## config.mk

```make
export PLATFORM = sky130hd
export DESIGN_NAME = regstat_table
export DESIGN_NICKNAME = d
export VERILOG_FILES = /design/src/rtl/expipe_pkg.sv /design/src/rtl/regstat_table.sv
export SDC_FILE = /design/constraint.sdc
export NUM_CORES = 1
export LEC_CHECK = 0
export CAP_MARGIN = 10
export CORE_ASPECT_RATIO = 1.5
export CORE_MARGIN = 2
export CORE_UTILIZATION = 56
export DETAILED_ROUTE_END_ITERATION = 8
export GPL_TIMING_DRIVEN = 0
export PLACE_DENSITY = 0.74
export SYNTH_ARGS = -nofsm -noshare
export SYNTH_HDL_FRONTEND = slang
export SYNTH_SLANG_ARGS = --single-unit
```

## constraint.sdc

```tcl
create_clock -name clk_i -period 8.8 [get_ports clk_i]
set_input_delay 2.2 -clock clk_i [delete_from_list [all_inputs] [get_ports clk_i]]
set_output_delay 2.2 -clock clk_i [all_outputs]
set_load 0.02 [all_outputs]
```

## src/rtl/expipe_pkg.sv

```systemverilog
// -----------------------------------------------------------------------------
// expipe_pkg
//   Types and widths shared by the execution-pipeline blocks.
//   - ROB_IDX_W / rob_idx_t : reorder-buffer index carried with every destination
//   - REGSTAT_CNT_W         : width of the per-register in-flight writer counter
//   - regstat_entry_t       : one register-status table entry {cnt, last_rob}
//                             at the default counter width
// -----------------------------------------------------------------------------
package expipe_pkg;

    localparam int ROB_IDX_W     = 4;
    localparam int REGSTAT_CNT_W = 2;

    typedef logic [ROB_IDX_W-1:0] rob_idx_t;

    typedef struct packed {
        logic [REGSTAT_CNT_W-1:0] cnt;
        rob_idx_t                 last_rob;
    } regstat_entry_t;

endpackage : expipe_pkg

```

## src/rtl/regstat_table.sv

```systemverilog
// -----------------------------------------------------------------------------
// regstat_table
//   Register status (scoreboard) table. For every architectural register it
//   keeps the number of in-flight writers and the ROB index of the youngest
//   writer, so operand lookup can tell whether a source is still being produced
//   and by which ROB entry.
//
// Ports
//   clk_i, rst_i        : clock, synchronous active-high reset
//   flush_i             : clears every in-flight count (mispredict / exception)
//   issue_valid_i/ready_o, issue_rd_idx_i, issue_rob_idx_i
//                       : destination allocation handshake
//   comm_valid_i, comm_rd_idx_i
//                       : commit release of a destination (always accepted)
//   rs_idx_i[k]         : operand lookup index, k = 0..NUM_RS-1
//   rs_busy_o[k]        : register has at least one in-flight writer
//   rs_rob_idx_o[k]     : ROB index of the youngest writer (held when idle)
//   underflow_o         : sticky, set by a commit to a non-busy register
// -----------------------------------------------------------------------------
module regstat_table
    import expipe_pkg::*;
#(
    parameter int NREG      = 32,
    parameter int CNT_W     = REGSTAT_CNT_W,
    parameter int NUM_RS    = 2,
    parameter int SKIP_ZERO = 1,
    localparam int IDX_W    = $clog2(NREG)
) (
    input  logic                           clk_i,
    input  logic                           rst_i,
    input  logic                           flush_i,
    input  logic                           issue_valid_i,
    output logic                           issue_ready_o,
    input  logic [IDX_W-1:0]               issue_rd_idx_i,
    input  rob_idx_t                       issue_rob_idx_i,
    input  logic                           comm_valid_i,
    input  logic [IDX_W-1:0]               comm_rd_idx_i,
    input  logic [NUM_RS-1:0][IDX_W-1:0]   rs_idx_i,
    output logic [NUM_RS-1:0]              rs_busy_o,
    output rob_idx_t [NUM_RS-1:0]          rs_rob_idx_o,
    output logic                           underflow_o
);

    typedef struct packed {
        logic [CNT_W-1:0] cnt;
        rob_idx_t         last_rob;
    } entry_t;

    localparam logic [CNT_W-1:0] CNT_MAX = {CNT_W{1'b1}};

    entry_t tbl_q [NREG];
    entry_t tbl_d [NREG];
    logic   underflow_q;
    logic   underflow_d;

    logic issue_skip;
    logic comm_skip;
    logic issue_full;
    logic comm_same_rd;
    logic issue_fire;
    logic comm_fire;

    // Register 0 of the integer file is hard-wired and never tracked.
    assign issue_skip   = (SKIP_ZERO != 0) && (issue_rd_idx_i == '0);
    assign comm_skip    = (SKIP_ZERO != 0) && (comm_rd_idx_i == '0);

    // A saturated counter can still accept an issue if a commit to the same
    // register frees a slot in the same cycle; flush discards everything, so
    // the issue side never has to stall while it is asserted.
    assign issue_full   = (tbl_q[issue_rd_idx_i].cnt == CNT_MAX);
    assign comm_same_rd = comm_valid_i && (comm_rd_idx_i == issue_rd_idx_i);
    assign issue_ready_o = flush_i || !issue_full || comm_same_rd;

    assign issue_fire   = issue_valid_i && issue_ready_o && !issue_skip;
    assign comm_fire    = comm_valid_i && !comm_skip;

    always_comb begin
        for (int r = 0; r < NREG; r++) begin
            tbl_d[r] = tbl_q[r];
        end
        underflow_d = underflow_q;

        if (flush_i) begin
            for (int r = 0; r < NREG; r++) begin
                tbl_d[r].cnt = '0;
            end
        end else if (issue_fire && comm_fire && (issue_rd_idx_i == comm_rd_idx_i)) begin
            // One writer in, one out: count is unchanged, youngest writer moves.
            tbl_d[issue_rd_idx_i].last_rob = issue_rob_idx_i;
        end else begin
            if (issue_fire) begin
                tbl_d[issue_rd_idx_i].cnt      = tbl_q[issue_rd_idx_i].cnt + CNT_W'(1);
                tbl_d[issue_rd_idx_i].last_rob = issue_rob_idx_i;
            end
            if (comm_fire) begin
                if (tbl_q[comm_rd_idx_i].cnt == '0) begin
                    underflow_d = 1'b1;
                end else begin
                    tbl_d[comm_rd_idx_i].cnt = tbl_q[comm_rd_idx_i].cnt - CNT_W'(1);
                end
            end
        end
    end

    always_ff @(posedge clk_i) begin
        if (rst_i) begin
            for (int r = 0; r < NREG; r++) begin
                tbl_q[r] <= '0;
            end
            underflow_q <= 1'b0;
        end else begin
            for (int r = 0; r < NREG; r++) begin
                tbl_q[r] <= tbl_d[r];
            end
            underflow_q <= underflow_d;
        end
    end

    assign underflow_o = underflow_q;

    // Lookups read registered state only: an issue is not visible until the
    // following cycle.
    for (genvar k = 0; k < NUM_RS; k++) begin : g_rs
        assign rs_busy_o[k]    = (tbl_q[rs_idx_i[k]].cnt != '0);
        assign rs_rob_idx_o[k] = tbl_q[rs_idx_i[k]].last_rob;
    end

endmodule : regstat_table
```

==> results.cfg, run 1 <==
[clock_network]
cts_tree = built
cts.reportedPaths.clkPinSlew_ns = 0.07
cts.path.max_buffers = 2
clock_tree.root_cell = sky130_fd_sc_hd__clkbuf_16
total_cts_buffers = 17
clock_sink_count = 193
worstSkewPairLatency_ns = 0.47
clock_tree.htree_level_count = 4

[route]
drt-pass1-iter-count = 7
routed-via-count = 12600
routedWlPerCell_microns = 32.7
drtIter0Drc = 1473
antenna_violating_nets_post_route = 0
via_per_inst = 7.50
detail_route.wirelength_mm = 54.9
dr_drc_count = 0

[setup_path]
crit_fanout = 10
startpoint_type = primary input
critical-path-max-stage-delay_ns = 0.61
cp_cell_sequence = clkdlybuf4s50_1 -> buf_2 -> buf_2 -> buf_4 -> mux4_2 -> a22oi_1 -> nand4_1 -> ha_1 -> nand2b_1 -> a21o_1 -> clkdlybuf4s50_1
reg2reg_to = tbl_q[26][5]$_SDFFE_PP0N_
timing_worst_setup_path_type = primary input to output port
timing.critical_path.arrival_ns = 6.54
cp_slowest_cell = sky130_fd_sc_hd__clkdlybuf4s50_1
worstSetupEndpointType = output port
r2r_cells = 9
reg2reg_setup_slack_ns = 4.24
crit_required_ns = 6.60
reg2reg_from = tbl_q[18][5]$_SDFFE_PP0N_

[logic_synthesis]
synth_top_cell_by_area = sky130_fd_sc_hd__dfxtp_1
synth-main-ff-cell = sky130_fd_sc_hd__dfxtp_1
syn-instance-count = 1339
synth_seq_area_share_pct = 30.1
synth-edff-count = 0
synth.area.top_cells = sky130_fd_sc_hd__dfxtp_1, sky130_fd_sc_hd__mux4_2, sky130_fd_sc_hd__mux2i_1
yosys_warnings = 0
synth.net_count = 1370
synth_cell_types = 70
ys_ff_latch = 193
async_reset_ff_share_pct = 0
mappedNetlistArea_sq_mm = 0.0128
yosysTopAreaCellShare_pct = 30.1
syn-mean-instance-area_sq_um = 9.59

[final_layout]
fillers = 1928
num-nets-final = 1419
antenna-diode-count = 0
postLayoutCoreUtil_pct = 62.8
post_route_cells_drive_above_1_share_pct = 20.2
syn_to_final_growth_pct = 9.83
final_cell_count_no_fill = 1677
final_area_sq_mm = 0.0141

[power_and_ir_drop]
powerDensity_mw_per_mm2 = 142
cell_internal_pwr_w = 0.00140
ir_drop_v = 0.000146
p_leak_nw = 4.89
power_switching_share_pct = 30.0
combinationalPowerShare_pct = 14.2
power.sequential.fraction_pct = 44.2
clock_power_share_pct = 41.6
p_switching_w = 0.000600

[sta]
max_freq_mhz = 114
period_share_pct = 99.3
timing.final.crit_period_ns = 8.74
timing.final.setup_violations = 0
remaining_max_slew_budget_at_the_tightest_pin_pct = 10.4
grt_setup_unrepaired = false
max_slew.worst_pin.slew_ns = 1.34
finalClockSkew_ns = 0.0173
final_hold_viol_count = 0
final-max-slew-violation-count = 0
setup-tns-final_ns = 0

[min_path]
whs_path_depth = 2
worstHoldStart = underflow_o$_SDFFE_PP0P_
hold_end = underflow_o$_SDFFE_PP0P_
timing.hold.worst.class = flip-flop to flip-flop

[floorplanning]
floorplan.die.height_microns = 190
boundaryPins = 41
core.rowCount = 67
core-area_sq_mm = 0.0225
dieWidth_microns = 128
initial_core_utilization_pct = 57.2
floorplan.die_area_sq_mm = 0.0242

[placed_design]
dpl-instance-area_sq_mm = 0.0135
placer_congestion_estimate = 1.14
buffer_ports.inserted = 30
dp.cells = 1645
hpwl_mm = 40.2

[global_routing]
first_global_vias = 12600
grt.overflow.total = 0
pin_count_of_the_biggest_net_entering_global_routing = 19
wire_length_of_the_first_global_routing_pass_mm = 80.6
antenna_found_initial = 3
grt_use_total_pct = 46.4

[run]
max-cap-violations = 0

[run_status]
run_status = completed
[power by group through the flow]
stage	Combinational [W]	Clock, W	Sequential (W)
2_1_floorplan	0.000172	0	0.000901
3_3_place_gp	0.000269	0	0.000903
3_5_place_dp	0.000271	0	0.000904
4_1_cts	0.000272	0.000824	0.000883
5_1_grt	0.000291	0.000862	0.000884
6_report	0.000285	0.000832	0.000884
[cell type report]
class / count / area [sq um] / share of cell area [%]
Clock inverter: 13 / 171 / 1.21
Inverter: 18 / 67.6 / 0.479
Buffer: 132 / 664 / 4.71
Timing Repair Buffer: 30 / 300 / 2.13
Clock buffer: 19 / 443 / 3.14
Multi-Input combinational cell: 996 / 8250 / 58.5
Sequential cell: 193 / 3860 / 27.4
Tap cell: 276 / 345 / 2.45
[worst max-delay path: cells and delay by family]
| kind | cells | cell delay, ns |
|---|---|---|
| adder cells (fa/ha/maj) | 1 | 0.41 |
| multiplexers | 1 | 0.54 |
| AND/OR/NAND/NOR | 2 | 0.62 |
| AO/OA/AOI/OAI | 2 | 0.55 |
| buffers and inverters | 5 | 2.21 |
[cell usage in the layout (no fill, tap or decap), types with 4 or more instances in the layout]
cell                              instances
sky130_fd_sc_hd__a211oi_1                36
sky130_fd_sc_hd__a211oi_2                 9
sky130_fd_sc_hd__a21oi_1                 56
sky130_fd_sc_hd__a221oi_1                22
sky130_fd_sc_hd__a22oi_1                  7
sky130_fd_sc_hd__a31o_2                  13
sky130_fd_sc_hd__a31oi_1                  5
sky130_fd_sc_hd__buf_1                   19
sky130_fd_sc_hd__buf_2                   42
sky130_fd_sc_hd__buf_4                    9
sky130_fd_sc_hd__buf_6                   11
sky130_fd_sc_hd__clkbuf_1                52
sky130_fd_sc_hd__clkbuf_16               17
sky130_fd_sc_hd__clkdlybuf4s50_1         30
sky130_fd_sc_hd__dfxtp_1                193
sky130_fd_sc_hd__inv_1                   16
sky130_fd_sc_hd__mux2_2                   9
sky130_fd_sc_hd__mux2i_1                124
sky130_fd_sc_hd__mux4_2                 112
sky130_fd_sc_hd__nand2_1                 99
sky130_fd_sc_hd__nand2b_1                 7
sky130_fd_sc_hd__nand3_1                 36
sky130_fd_sc_hd__nand3b_1                11
sky130_fd_sc_hd__nand4_1                  4
sky130_fd_sc_hd__nor2_1                 198
sky130_fd_sc_hd__nor2_2                   8
sky130_fd_sc_hd__nor2b_1                  6
sky130_fd_sc_hd__nor3_1                  25
sky130_fd_sc_hd__nor3_2                   6
sky130_fd_sc_hd__nor4_4                   9
sky130_fd_sc_hd__o211a_1                  5
sky130_fd_sc_hd__o21a_1                   8
sky130_fd_sc_hd__o21ai_0                 79
sky130_fd_sc_hd__o221ai_1                13
sky130_fd_sc_hd__o221ai_2                 7
sky130_fd_sc_hd__o31ai_1                 17
sky130_fd_sc_hd__o41ai_1                  7
sky130_fd_sc_hd__or3_1                    4
sky130_fd_sc_hd__or3b_2                   6
sky130_fd_sc_hd__xnor2_1                  4
[sequential cells by signal (all words and copies together) (netlist names)]
name	flops
underflow_o	1
tbl_q	192
[layer usage]
layer | part of all wire [%] | vias up | global-route usage [%]
li1 | - | 5167 | -
met1 | 31 | 5956 | 47.2
met2 | 45 | 1053 | 72.6
met3 | 11 | 401 | 15.2
met4 | 13 | 4 | 46.8
met5 | 0.038 | - | 0
[cells in the mapped netlist (8+ instances only)]
master	n
sky130_fd_sc_hd__buf_2	43
sky130_fd_sc_hd__mux2i_1	124
sky130_fd_sc_hd__a221oi_1	22
sky130_fd_sc_hd__o21a_1	8
sky130_fd_sc_hd__mux4_2	112
sky130_fd_sc_hd__nor2_2	8
sky130_fd_sc_hd__a21oi_1	56
sky130_fd_sc_hd__inv_1	16
sky130_fd_sc_hd__buf_4	8
sky130_fd_sc_hd__clkbuf_1	51
sky130_fd_sc_hd__o31ai_1	17
sky130_fd_sc_hd__buf_1	19
sky130_fd_sc_hd__nor2_1	198
sky130_fd_sc_hd__mux2_2	9
sky130_fd_sc_hd__dfxtp_1	193
sky130_fd_sc_hd__o21ai_0	79
sky130_fd_sc_hd__a211oi_1	36
sky130_fd_sc_hd__a211oi_2	9
sky130_fd_sc_hd__nand2_1	99
sky130_fd_sc_hd__buf_6	11
sky130_fd_sc_hd__nor4_4	9
sky130_fd_sc_hd__nor3_1	25
sky130_fd_sc_hd__nand3b_1	11
sky130_fd_sc_hd__o221ai_1	13
sky130_fd_sc_hd__nand3_1	36
sky130_fd_sc_hd__a31o_2	13
[stage by stage]
step                power [W]  hold slack, ns  setup WS [ns]
floorplan             0.00107           0.451           2.37
global placement      0.00117           0.455          0.315
detailed placement    0.00117           0.461          0.326
CTS                   0.00198           0.479          0.322
global route          0.00204           0.495         0.0674
finish                0.00200           0.472         0.0609
[kinds of logic (layout without fill, tap and decap cells)]
| group | after synthesis | count (layout) | share of synthesized area, % |
|---|---|---|---|
| and+or+nand+nor | 440 | 440 | 16.8 |
| buffers and inverters | 150 | 212 | 5.68 |
| adders and majority gates | 2 | 2 | 0.195 |
| DFF | 193 | 193 | 30.1 |
| AOI/OAI and AO/OA | 304 | 304 | 16.7 |
| muxes | 245 | 245 | 30.1 |
| xor gates and xnor gates | 5 | 5 | 0.399 |
[repair_timing]
item	4_1_cts	5_1_grt
setup buffers	0	0
setup endpoints to repair	0	1
hold buffers	0	0
resized for setup	0	2
hold endpoints to repair	0	0
[how the worst max path moves through the flow]
stage / start / slack (ns) / to / cells past startpoint
final: issue_rd_idx_i[0] / 0.06 / issue_ready_o / 11
after global routing: issue_rd_idx_i[0] / 0.07 / issue_ready_o / 11
after CTS: issue_rd_idx_i[0] / 0.32 / issue_ready_o / 11
after detailed placement: issue_rd_idx_i[0] / 0.33 / issue_ready_o / 11
after global placement: issue_rd_idx_i[0] / 0.31 / issue_ready_o / 11
after floorplan: issue_rd_idx_i[0] / 2.37 / issue_ready_o / 9
(Power assumes the default switching activity.)
==> inputs of run 2 (changes only) <==
==> constraint.sdc (replaced) <==
create_clock -name clk_i -period 8.5 [get_ports clk_i]
set_input_delay 2.125 -clock clk_i [delete_from_list [all_inputs] [get_ports clk_i]]
set_output_delay 2.125 -clock clk_i [all_outputs]
set_load 0.02 [all_outputs]
==> results.cfg, run 2 (synthesis results as in run 1) <==
[final_layout]
largest_register = tbl_q
syn_to_final_growth_pct = 9.89
post_route_cells_drive_above_1_share_pct = 20.3
leading_cell_type_in_the_layout_fill_and_taps_excluded = sky130_fd_sc_hd__nor2_1
num-nets-final = 1419
largest_register_ffs = 192
antenna-diode-count = 0
layout_common_cells = sky130_fd_sc_hd__nor2_1, sky130_fd_sc_hd__dfxtp_1, sky130_fd_sc_hd__mux2i_1

[floorplanning]
floorplan.die.height_microns = 190
core.rowCount = 67
initial_core_utilization_pct = 57.2
core-area_sq_mm = 0.0225
boundaryPins = 41
dieWidth_microns = 128
floorplan.die_area_sq_mm = 0.0242

[setup_path]
worstSetupEndpointType = output port
startpoint_type = primary input
timing_worst_setup_path_type = primary input to output port
critical-path-max-stage-delay_ns = 0.68
crit_fanout = 10
cp_cell_sequence = clkdlybuf4s50_1 -> buf_2 -> buf_2 -> buf_4 -> mux4_2 -> a22oi_1 -> nand4_1 -> ha_1 -> nand2b_1 -> a21o_1 -> clkdlybuf4s50_1
timing.critical_path.arrival_ns = 6.26
crit_required_ns = 6.38
cp_slowest_cell = sky130_fd_sc_hd__mux4_2

[clock_network]
clock_sink_count = 193
clock_tree.root_cell = sky130_fd_sc_hd__clkbuf_16
cts_tree = built
cts.reportedPaths.clkPinSlew_ns = 0.08
worstSkewPairLatency_ns = 0.48
total_cts_buffers = 17
clock_tree.htree_level_count = 4
cts.path.max_buffers = 2

[route]
routedWlPerCell_microns = 32.9
detail_route.wirelength_mm = 55.1
drtIter0Drc = 1456
dr_drc_count = 0
routed-via-count = 12600
drt-pass1-iter-count = 6
antenna_violating_nets_post_route = 0
via_per_inst = 7.50

[sta]
timing.final.crit_period_ns = 8.38
period_share_pct = 98.6
final-max-slew-violation-count = 0
max_slew.worst_pin.slew_ns = 1.32
finalClockSkew_ns = 0.0200
timing.final.setup_violations = 0
max_freq_mhz = 119
grt_setup_unrepaired = false
setup-tns-final_ns = 0
final_hold_viol_count = 0
remaining_max_slew_budget_at_the_tightest_pin_pct = 11.4

[placed_design]
placer_congestion_estimate = 1.14
hpwl_mm = 40.2
buffer_ports.inserted = 30

[run_status]
run_status = completed

[run]
max-cap-violations = 0

[power_and_ir_drop]
power.total_w = 0.00207
ir_drop_v = 0.000154
p_leak_nw = 4.89
powerDensity_mw_per_mm2 = 147

[global_routing]
wire_length_of_the_first_global_routing_pass_mm = 80.7
grt.overflow.total = 0
pin_count_of_the_biggest_net_entering_global_routing = 19
grt_use_total_pct = 46.4
antenna_found_initial = 3
first_global_vias = 12600

[min_path]
timing.hold.worst.class = flip-flop to flip-flop
## run 2: per-stage QoR
stage	cells	cell area [sq um]	util [%]	hold slack, ns	setup WS (ns)
floorplan	1339	12800	-	0.451	2.22
CTS	1677	14100	62.8	0.479	0.172
global route	1677	14100	62.8	0.495	0.118
finish	1677	14100	62.8	0.472	0.119
global placement	1645	13500	60.1	0.455	0.165
detailed placement	1645	13500	60.1	0.461	0.176
## run 2: worst paths after layout
| check | start | end | slack, ns | cells after the start |
|---|---|---|---|---|
| setup / recovery | issue_rd_idx_i[0] | issue_ready_o | 0.12 | 11 |
| hold / removal | underflow_o$_SDFFE_PP0P_ | underflow_o$_SDFFE_PP0P_ | 0.47 | 2 |
| setup reg to reg | tbl_q[14][4]$_SDFFE_PP0N_ | tbl_q[26][5]$_SDFFE_PP0N_ | 3.91 | 13 |
| hold reg to reg | underflow_o$_SDFFE_PP0P_ | underflow_o$_SDFFE_PP0P_ | 0.47 | 2 |
## run 2: cell type report
| cell class | instances | area [sq um] |
|---|---|---|
| Fill cell | 1926 | 8350 |
| Multi-Input combinational cell | 996 | 8260 |
| Sequential cell | 193 | 3860 |
| Buffer | 132 | 668 |
| Clock buffer | 19 | 443 |
| Tap cell | 276 | 345 |
| Timing Repair Buffer | 30 | 300 |
| Clock inverter | 13 | 171 |
| Inverter | 18 | 67.6 |
## run 2: critical path, delay by kind of cell
family	cells	cell delay [ns]
adders and majority gates	1	0.41
and+or+nand+nor	2	0.55
buffers and inverters	5	2.14
AOI/OAI and AO/OA	2	0.31
muxes	1	0.68
## run 2: timing repair
| item | in CTS | in global routing |
|---|---|---|
| hold buffers | 0 | 0 |
| resized for setup | 0 | 4 |
| endpoints found under the setup margin | 0 | 1 |
| setup buffers | 0 | 0 |
## run 2: power breakdown
| part | switching (W) | internal (W) |
|---|---|---|
| registers | 0.00000701 | 0.000908 |
| clock network | 0.000409 | 0.000453 |
| logic | 0.000206 | 0.0000890 |
| total | 0.000622 | 0.00145 |
## run 2: routing by layer
metal	GRT usage (%)	vias to the layer above	part of all wire [%]
li1	-	5147	-
met1	47.5	5999	31
met2	72.7	1034	45
met3	14.7	401	11
met4	46.4	4	13
met5	0	-	0.042
